`src/rtl/ifu_pkg.sv`:
```
// Shared constants and the decoded view of the fetch-to-decode bus.
package ifu_pkg;

    localparam logic [5:0] ECODE_ADEF    = 6'h08;
    localparam logic [8:0] ESUBCODE_NONE = 9'h0;

    localparam int IF_ADDR_W = 32;
    localparam int IF_BUS_W  = 32 + IF_ADDR_W + 1 + 6 + 9 + IF_ADDR_W;

    typedef struct packed {
        logic [31:0]          inst;
        logic [IF_ADDR_W-1:0] pc;
        logic                 exc_en;
        logic [5:0]           ecode;
        logic [8:0]           esubcode;
        logic [IF_ADDR_W-1:0] badv;
    } if_bus_t;

endpackage

```
`src/rtl/ifu_entry_queue.sv`:
```
// In-order instruction queue: entries are allocated at issue, filled by
// in-order responses, and popped at the head once done.
module ifu_entry_queue #(
    parameter int DEPTH  = 4,
    parameter int ADDR_W = 32
) (
    input  logic                         clk,
    input  logic                         resetn,
    input  logic                         clear,
    input  logic                         alloc,
    input  logic [ADDR_W-1:0]            alloc_pc,
    input  logic                         alloc_exc,
    input  logic [5:0]                   alloc_ecode,
    input  logic                         fill,
    input  logic [31:0]                  fill_inst,
    input  logic                         pop,
    output logic                         head_done,
    output logic [ADDR_W-1:0]            head_pc,
    output logic [31:0]                  head_inst,
    output logic                         head_exc,
    output logic [5:0]                   head_ecode,
    output logic [$clog2(DEPTH+1)-1:0]   live_cnt
);

    localparam int PW = $clog2(DEPTH);
    localparam int CW = $clog2(DEPTH+1);

    logic [ADDR_W-1:0] pc_q    [DEPTH];
    logic [31:0]       inst_q  [DEPTH];
    logic [5:0]        ecode_q [DEPTH];
    logic [DEPTH-1:0]  exc_q;
    logic [DEPTH-1:0]  done_q;
    logic [PW-1:0]     alloc_ptr, fill_ptr, head_ptr;

    // NOTE: payload storage has no reset; done_q alone says which entries hold valid data.
    always_ff @(posedge clk) begin
        if (alloc) begin
            pc_q[alloc_ptr]    <= alloc_pc;
            exc_q[alloc_ptr]   <= alloc_exc;
            ecode_q[alloc_ptr] <= alloc_ecode;
            if (alloc_exc)
                inst_q[alloc_ptr] <= '0;
        end
        if (fill)
            inst_q[fill_ptr] <= fill_inst;
    end

    always_ff @(posedge clk) begin
        if (!resetn || clear) begin
            alloc_ptr <= '0;
            fill_ptr  <= '0;
            head_ptr  <= '0;
            done_q    <= '0;
            live_cnt  <= '0;
        end else begin
            if (alloc) begin
                done_q[alloc_ptr] <= alloc_exc;
                alloc_ptr         <= alloc_ptr + 1'b1;
            end
            if (fill) begin
                done_q[fill_ptr] <= 1'b1;
                fill_ptr         <= fill_ptr + 1'b1;
            end
            if (pop) begin
                done_q[head_ptr] <= 1'b0;
                head_ptr         <= head_ptr + 1'b1;
            end
            live_cnt <= live_cnt + CW'(alloc) - CW'(pop);
        end
    end

    assign head_done  = done_q[head_ptr];
    assign head_pc    = pc_q[head_ptr];
    assign head_inst  = inst_q[head_ptr];
    assign head_exc   = exc_q[head_ptr];
    assign head_ecode = ecode_q[head_ptr];

endmodule

```
`src/rtl/ifu_prefetch_queue.sv`:
```
// Fetch front end: PC generation, multi-outstanding issue, stale-response
// discard after redirects, and fetch-exception insertion.
module ifu_prefetch_queue
    import ifu_pkg::*;
#(
    parameter int                ADDR_W    = 32,
    parameter int                DEPTH     = 4,
    parameter int                MAX_OUTST = 2,
    parameter logic [ADDR_W-1:0] RESET_PC  = 32'h1c000000
) (
    input  logic                          clk,
    input  logic                          resetn,
    output logic                          inst_req,
    output logic [ADDR_W-1:0]             inst_addr,
    input  logic                          inst_addr_ok,
    input  logic                          inst_data_ok,
    input  logic [31:0]                   inst_rdata,
    output logic [ADDR_W-1:0]             xlat_va,
    input  logic [ADDR_W-1:0]             xlat_pa,
    input  logic                          xlat_exc,
    input  logic [5:0]                    xlat_ecode,
    input  logic                          flush,
    input  logic [ADDR_W-1:0]             flush_pc,
    input  logic                          br_taken,
    input  logic [ADDR_W-1:0]             br_target,
    input  logic                          br_stall,
    output logic                          out_valid,
    input  logic                          out_ready,
    output logic [32+ADDR_W+1+6+9+ADDR_W-1:0] out_bus
);

    localparam int CW = $clog2(DEPTH+1);

    logic [ADDR_W-1:0] fetch_pc;
    logic              halted;
    logic [CW-1:0]     outst_cnt, discard_cnt, live_cnt;

    logic              redirect, fetch_ok, fetch_exc, issue, exc_alloc, drop, fill, pop;
    logic [ADDR_W-1:0] redirect_pc;
    logic [5:0]        fetch_ecode;
    logic              head_done, head_exc;
    logic [ADDR_W-1:0] head_pc;
    logic [31:0]       head_inst;
    logic [5:0]        head_ecode;

    assign redirect    = flush | br_taken;
    assign redirect_pc = flush ? flush_pc : br_target;

    // Misalignment is detected locally and outranks the MMU fault.
    assign fetch_exc   = (fetch_pc[1:0] != 2'b00) | xlat_exc;
    assign fetch_ecode = (fetch_pc[1:0] != 2'b00) ? ECODE_ADEF : xlat_ecode;

    assign fetch_ok  = resetn & ~halted & ~br_stall & ~redirect & (live_cnt < CW'(DEPTH));
    assign inst_req  = fetch_ok & ~fetch_exc & (outst_cnt < CW'(MAX_OUTST));
    assign exc_alloc = fetch_ok & fetch_exc;
    assign issue     = inst_req & inst_addr_ok;
    assign drop      = inst_data_ok & (discard_cnt != '0);
    assign fill      = inst_data_ok & ~drop;
    assign pop       = out_valid & out_ready;

    assign inst_addr = xlat_pa;
    assign xlat_va   = fetch_pc;

    always_ff @(posedge clk) begin
        if (!resetn) begin
            fetch_pc    <= RESET_PC;
            halted      <= 1'b0;
            outst_cnt   <= '0;
            discard_cnt <= '0;
        end else begin
            outst_cnt <= outst_cnt + CW'(issue) - CW'(inst_data_ok);
            if (redirect) begin
                // Everything still in flight after this cycle belongs to the old path.
                fetch_pc    <= redirect_pc;
                halted      <= 1'b0;
                discard_cnt <= outst_cnt - CW'(inst_data_ok);
            end else begin
                if (issue)
                    fetch_pc <= fetch_pc + ADDR_W'(32'd4);
                if (exc_alloc)
                    halted <= 1'b1;
                if (drop)
                    discard_cnt <= discard_cnt - 1'b1;
            end
        end
    end

    ifu_entry_queue #(
        .DEPTH  (DEPTH),
        .ADDR_W (ADDR_W)
    ) u_queue (
        .clk         (clk),
        .resetn      (resetn),
        .clear       (redirect),
        .alloc       (issue | exc_alloc),
        .alloc_pc    (fetch_pc),
        .alloc_exc   (exc_alloc),
        .alloc_ecode (fetch_ecode),
        .fill        (fill),
        .fill_inst   (inst_rdata),
        .pop         (pop),
        .head_done   (head_done),
        .head_pc     (head_pc),
        .head_inst   (head_inst),
        .head_exc    (head_exc),
        .head_ecode  (head_ecode),
        .live_cnt    (live_cnt)
    );

    assign out_valid = head_done;
    assign out_bus   = {head_inst, head_pc, head_exc, head_ecode, ESUBCODE_NONE,
                        head_exc ? head_pc : {ADDR_W{1'b0}}};

endmodule

```
`config.mk`:
```
export PLATFORM = sky130hd
export DESIGN_NAME = ifu_prefetch_queue
export DESIGN_NICKNAME = d
export VERILOG_FILES = /design/src/rtl/ifu_pkg.sv /design/src/rtl/ifu_entry_queue.sv /design/src/rtl/ifu_prefetch_queue.sv
export SDC_FILE = /design/constraint.sdc
export NUM_CORES = 1
export LEC_CHECK = 0
export CORE_MARGIN = 2
export CORE_UTILIZATION = 30
export CTS_BUF_LIST = sky130_fd_sc_hd__clkbuf_4 sky130_fd_sc_hd__clkbuf_8 sky130_fd_sc_hd__clkbuf_16
export DETAILED_ROUTE_END_ITERATION = 6
export PLACE_DENSITY = 0.52
export SLEW_MARGIN = 20
export SYNTH_ARGS = -nofsm -noshare
export SYNTH_HDL_FRONTEND = slang
export SYNTH_SLANG_ARGS = --single-unit
```
`constraint.sdc`:
```
create_clock -name clk -period 4.78 [get_ports clk]
set_input_delay 0.717 -clock clk [delete_from_list [all_inputs] [get_ports clk]]
set_output_delay 0.717 -clock clk [all_outputs]
set_load 0.03 [all_outputs]
```
# After elaboration in Yosys (flattened, before gate mapping)
# Memory sizes are Yosys's and may differ from the RTL's. A register that Yosys moved wholly into a read port is not among the register bits.
# Index checks and enable logic that the tools add are counted.
dict set report word_totals {
  register_bits 56
  ram_bits 280
  mem_count 3
  input_bits 143
  output_inout_bits 178
  elab_cells 101
}
dict set report op_classes {
  addsub 10
  magnitude_cmp 8
  n_reduce_logical 10
  n_bitwise 23
  mux 37
}
# name depth word_bits read_ports rd_ports_with_merged_regs wr line
set mem_list {}
lappend mem_list {u_queue.inst_q 4 32 1 1 2 ifu_entry_queue.sv:29} ;# logic [31:0] inst_q [DEPTH];
lappend mem_list {u_queue.pc_q 4 32 1 1 1 ifu_entry_queue.sv:28} ;# logic [ADDR_W-1:0] pc_q [DEPTH];
lappend mem_list {u_queue.ecode_q 4 6 1 1 1 ifu_entry_queue.sv:30} ;# logic [5:0] ecode_q [DEPTH];
# op n
set op_table {}
lappend op_table {{$mux 32} 4}
lappend op_table {{$add 32x3->32 const B} 1}
lappend op_table {{$mux 4} 5}
lappend op_table {{$mux 1} 12}
lappend op_table {{$mux 2} 6}
lappend op_table {{$and 1x1->1} 11}
lappend op_table {{$lt 2x3->1 const B} 3}
lappend op_table {{$sub 3x1->3} 3}
lappend op_table {{$bwmux 4} 2}
lappend op_table {{$add 2x1->2 const B} 3}
lappend op_table {{$add 3x1->3} 2}
lappend op_table {{$demux 1 s2} 3}
lappend op_table {{$ge 2x1->1 const B} 3}
lappend op_table {{$mux 3} 2}
lappend op_table {{$mux 6} 1}
lappend op_table {{$not 1->1} 6}
lappend op_table {{$reduce_bool 2->1} 3}
lappend op_table {{$and 4x4->4} 1}
lappend op_table {{$bmux 1 s2} 2}
lappend op_table {{$not 4->4} 1}
lappend op_table {{$or 4x4->4} 1}
lappend op_table {{$logic_and 1x1->1} 3}
lappend op_table {{$lt 3x2->1 const B} 1}
lappend op_table {{$lt 3x3->1 const B} 1}
lappend op_table {{other kinds (6)} 8}

# Depth between registers and ports, before layout
dict set report depth {
  word_depth 16
  mapped_depth 15
  mapped_depth_nobuf 14
}

# Cells and area by module
# A second synthesis with hierarchy kept.
dict set report unflattened {
  cells_unflattened 1054
  hier_area_um2 15471.1
}
# module area_per_inst_um2 seq_area_each_um2 instances cells_each
set by_module_without_submodules {}
lappend by_module_without_submodules {ifu_entry_queue 12085.3 8828.5 1 615}
lappend by_module_without_submodules {ifu_prefetch_queue 3385.7 780.7 1 439}

# Worst setup path before layout
# No wires, ideal clock.
dict set report synth_path {
  path_kind {in2reg}
  startpoint {input port resetn}
  endpoint {memory u_queue.ecode_q[0][0], enable pin}
  stages 7
  arrival_time_ps 2845
  setup_slack_ps 1535
  setup_time_ps 400
  t_required_ps 4380
  path_buffers 3
  cell_sequence {buf_4 -> nor3b_4 -> o311a_1 -> buf_2 -> or2_2 -> clkbuf_1 -> and2_1}
}
dict set report synth_between {
  word_cells_on_any_way 11
  classes_between {2 x mux; 9 x bitwise}
}
# item line
set synth_rtl {}
lappend synth_rtl {{start: declaration} ifu_prefetch_queue.sv:12} ;# input logic resetn,
lappend synth_rtl {{$and 1x1->1 (4 in a row)} ifu_prefetch_queue.sv:53} ;# assign fetch_ok = resetn & ~halted & ~br_stall & ~redirect & (live_cnt < CW'(DEPTH));
lappend synth_rtl {{$and 1x1->1} ifu_prefetch_queue.sv:55} ;# assign exc_alloc = fetch_ok & fetch_exc;
lappend synth_rtl {{net exc_alloc} ifu_prefetch_queue.sv:38} ;# logic redirect, fetch_ok, fetch_exc, issue, exc_alloc, drop, fill, pop;
lappend synth_rtl {{$or 1x1->1} ifu_prefetch_queue.sv:95} ;# .alloc (issue | exc_alloc),
lappend synth_rtl {{$mux 1} ifu_entry_queue.sv:37} ;# if (alloc) begin
lappend synth_rtl {{$mux 1 (implied by the code)} ifu_entry_queue.sv:40} ;# ecode_q[alloc_ptr] <= alloc_ecode;
lappend synth_rtl {{end: declaration} ifu_entry_queue.sv:30}
# The timed path passes the listed nets, and every way through them passes these cells.

# Worst setup path in the final report
dict set report layout_path {
  startpoint {input port br_taken}
  endpoint {output port inst_req}
}
dict set report layout_between {
  elab_chain_cells 6
}
# item line
set layout_lines {}
lappend layout_lines {{start: declaration} ifu_prefetch_queue.sv:24} ;# input logic br_taken,
lappend layout_lines {{$or 1x1->1} ifu_prefetch_queue.sv:46} ;# assign redirect = flush | br_taken;
lappend layout_lines {{$not 1->1} ifu_prefetch_queue.sv:53}
lappend layout_lines {{$and 1x1->1 (2 in a row)} ifu_prefetch_queue.sv:53}
lappend layout_lines {{$and 1x1->1 (2 in a row)} ifu_prefetch_queue.sv:54} ;# assign inst_req = fetch_ok & ~fetch_exc & (outst_cnt < CW'(MAX_OUTST));
lappend layout_lines {{end: declaration} ifu_prefetch_queue.sv:13} ;# output logic inst_req,
# Every way passes these cells.

==> summary.md <==
| Metric | Value |
|---|---|
| Layout fillers | approximately 4600 |
| Max Slew Vio Count | 0 |
| Worst slew pin tran | a little over 1000 ps |
| Final core utilization | 39.4% |
| Seq/Total Area, Yosys | about 64% |
| Cts hold-fix bufs | 0 |
| Die area | 51700 um2 |
| Async set-reset flop share out of synthesis | 0% |
| Main area contributors after synthesis | edfxtp_1 (57%), mux4_2 (11%), dfxtp_1 (7.2%) |
| Layout Skew | 16.4 ps |
| Final Cycle Share | just under 80% |
| Setup TNS | 0 ps |
| First-pass GRT wire length | 59.8 mm |
| CTS tree | built |
| PD cells | approximately 380 nW/um2 |
| MaxCap Viol Count | 0 |
| Skew-Pair Late Insertion Delay | roughly 550 ps |
| Required @ worst endpoint | between 4000 and 5000 ps |
| Unrepaired setup endpoints after global routing | false |
| Syn Area/Cell | about 15 um2 |
| I/O pins | ~320 |
| Largest area contributor in the netlist | edfxtp_1 |
| Vias in the first global route | 9555 |
| Sw frac | a little under a quarter |
| Largest net degree at the start of global routing | 105 |
| Multi-input logic area | 4700 um2 |
| VDD IR max | between 0.2 and 0.3 mV |
| Post-synth cell types | between 50 and 60 |
| Final count of hold timing violations | 0 |
| Total clock sinks | ~340 |
| CTS root buf | clkbuf_16 |
| Share of layout cells above drive strength 1 | 14.8% |
| Gr usage total | between 10% and 20% |
| Number of synthesized flops with an enable pin | approximately 280 |
| Initial Util | 30.5% |
| Outcome | complete, no violations |
| Startpoint type of the worst setup path | input port |
| Count leader, synth | edfxtp_1 |
| P_sw | about 1.7 mW |
| Num CTS Buffers | 41 |
| Vias | a little over 9000 |
| Hold depth | 1 |
| R2r worst-path depth | 13 |
| Syn Std Cell Area | between 10000 and 15000 um2 |
| WHS | between 400 and 500 ps |
| CP Capture Type | primary output |
| Synth warn | 0 |
| Htree depth | 2 |
| Iteration-0 DRC count of the detailed router | 555 |
| DRC | 0 |
| Top cells by count, synth | edfxtp_1 (284), and3_1 (136), mux4_2 (72) |
| Area delta synth->final | 29.1% |
| CP Max Fanout | 13 |
| Internal Dissipation | 5.54 mW |
| DR vias/cell | between 4 and 5 |
| 1st-pass router iterations | 5 |
| Sequential share of power | between 40% and 50% |
| Final cell count without fillers | about 1900 |
| Placed insts | ~1800 |
| Register area | slightly below 10000 um2 |
| Worst relative slew slack | approximately 32% |
| Antenna Nets Post-Route | 0 |
| Hold crit path type | reg2reg |
| FMAX | about 270 MHz |
| Pre-CTS setup slack | ~650 ps |
| Die H | 227 um |
| Comb power frac | about a tenth |
| Crit Path Class | in2out |
| Drt total wl | around 41 mm |
| Leakage | a little under 7 nW |
| Flops & latches, synth | around 340 |
| Post-CTS Setup Bufs | 0 |
| Total gr overflow | 0 |
| Number of port buffers | about 250 |
| HPWL after DPL | 24.8 mm |
| Initial antenna violation count | 5 |
| Predominant post-synthesis flop cell | edfxtp_1 |
| WP data arrival | between 3000 and 4000 ps |
| Placer Congestion | roughly 0.78 |
| Core area | ~49000 um2 |
| Setup-failing EPs final | 0 |
| Clock power frac | between 40% and 50% |
| Clk slew on worst S/H paths | around 60 ps |
| CTS max path bufs | 3 |
| Layout Nets | 1358 |
| Die width | roughly 230 um |
| Post-synth top area share | 57.0% |
| Post-CTS Resized | 0 |
| Synthesized instance count | 985 |
| WL/cell | ~21 um |
| Core Rows | 81 |
| Final worst slack | 1040 ps |
| Fin crit period | ~3700 ps |
-- final timing paths --
kind	startpoint	end	slack, ps
max	br_taken	inst_req	1040
min	halted$_SDFFE_PP0P_	halted$_SDFFE_PP0P_	460
max reg2reg	halted$_SDFFE_PP0P_	u_queue.live_cnt[2]$_SDFF_PP0_	1850
min reg2reg	halted$_SDFFE_PP0P_	halted$_SDFFE_PP0P_	460
-- power groups by stage --
| stage | Combinational [mW] | Clock, mW | Sequential [mW] |
|---|---|---|---|
| finish | 0.712 | 3.20 | 3.35 |
| global route | 0.763 | 3.39 | 3.36 |
| CTS | 0.720 | 3.28 | 3.35 |
| detailed placement | 0.717 | 0 | 3.41 |
| global placement | 0.716 | 0 | 3.41 |
| floorplan | 0.414 | 0 | 3.43 |
-- kinds of logic (layout without fill, tap and decap cells) --
| family | count (synthesis) | count (layout) | share of synthesized area (%) |
|---|---|---|---|
| AOI/OAI and AO/OA | 100 | 100 | 4.55 |
| xor gates and xnor gates | 31 | 31 | 1.81 |
| adders and majority gates | 24 | 24 | 2.11 |
| buffers and inverters | 136 | 367 | 4.76 |
| DFF | 338 | 338 | 64.2 |
| muxes | 76 | 76 | 11.1 |
| other | 1 | 13 | 0.0251 |
| and+or+nand+nor | 279 | 279 | 11.4 |
-- cell usage in the layout, fill, tap and decap left out, types with 7 or more instances in the layout --
| cell | instances |
|---|---|
| edfxtp_1 | 284 |
| clkdlybuf4s50_1 | 247 |
| and3_1 | 136 |
| mux4_2 | 72 |
| dfxtp_1 | 52 |
| and2_1 | 43 |
| clkbuf_16 | 43 |
| a21oi_1 | 29 |
| nor2_1 | 27 |
| inv_1 | 23 |
| xnor2_1 | 18 |
| ha_1 | 18 |
| nand2_1 | 14 |
| buf_4 | 14 |
| a211oi_1 | 13 |
| xor2_1 | 13 |
| nand3_1 | 12 |
| clkinv_1 | 11 |
| o22ai_1 | 11 |
| a22oi_1 | 10 |
| o221ai_1 | 10 |
| nand4_1 | 9 |
| conb_1 | 9 |
| clkinv_2 | 8 |
| and4_1 | 7 |
-- critical path, cell delays in order --
cell             delay (ps)
clkdlybuf4s50_1         700
nor3b_4                 620
and3_1                  240
clkdlybuf4s50_1         730
-- per-stage QoR --
| stage | area, um2 | total power [mW] |
|---|---|---|
| floorplan | 15000 | 3.84 |
| global placement | 17900 | 4.13 |
| detailed placement | 17900 | 4.13 |
| CTS | 19300 | 7.35 |
| global route | 19300 | 7.51 |
| finish | 19300 | 7.26 |
-- per-layer routing --
layer  up-vias  wire length (um)  GRT usage [%]  share of wire (%)
met1      4642             17700           20.7                 43
li1       4200                 -              -                  -
met5         -                16              0              0.039
met3        75              2010           2.93                4.9
met2       239             19900           25.9                 49
met4         2              1040           5.04                2.5
-- state kept, by name, summed over array words and instances (netlist names), named ones only --
register and flops:
u_queue.inst_q 128, u_queue.pc_q 128, xlat_va 32, u_queue.ecode_q 24
u_queue.done_q 4, u_queue.exc_q 4, discard_cnt 3, outst_cnt 3
u_queue.live_cnt 3, u_queue.alloc_ptr 2, u_queue.fill_ptr 2, u_queue.head_ptr 2
halted 1
-- final cells by class --
type                            instances  area share [%]
Tap cell                              664            4.30
Sequential cell                       338            49.8
Timing Repair Buffer                  266            13.9
Antenna cell                            4          0.0518
Multi-Input combinational cell        519            24.3
Clock buffer                           49            5.80
Clock inverter                         27            1.39
Inverter                               25           0.486
Note: power is estimated with default switching activity, not from simulation.
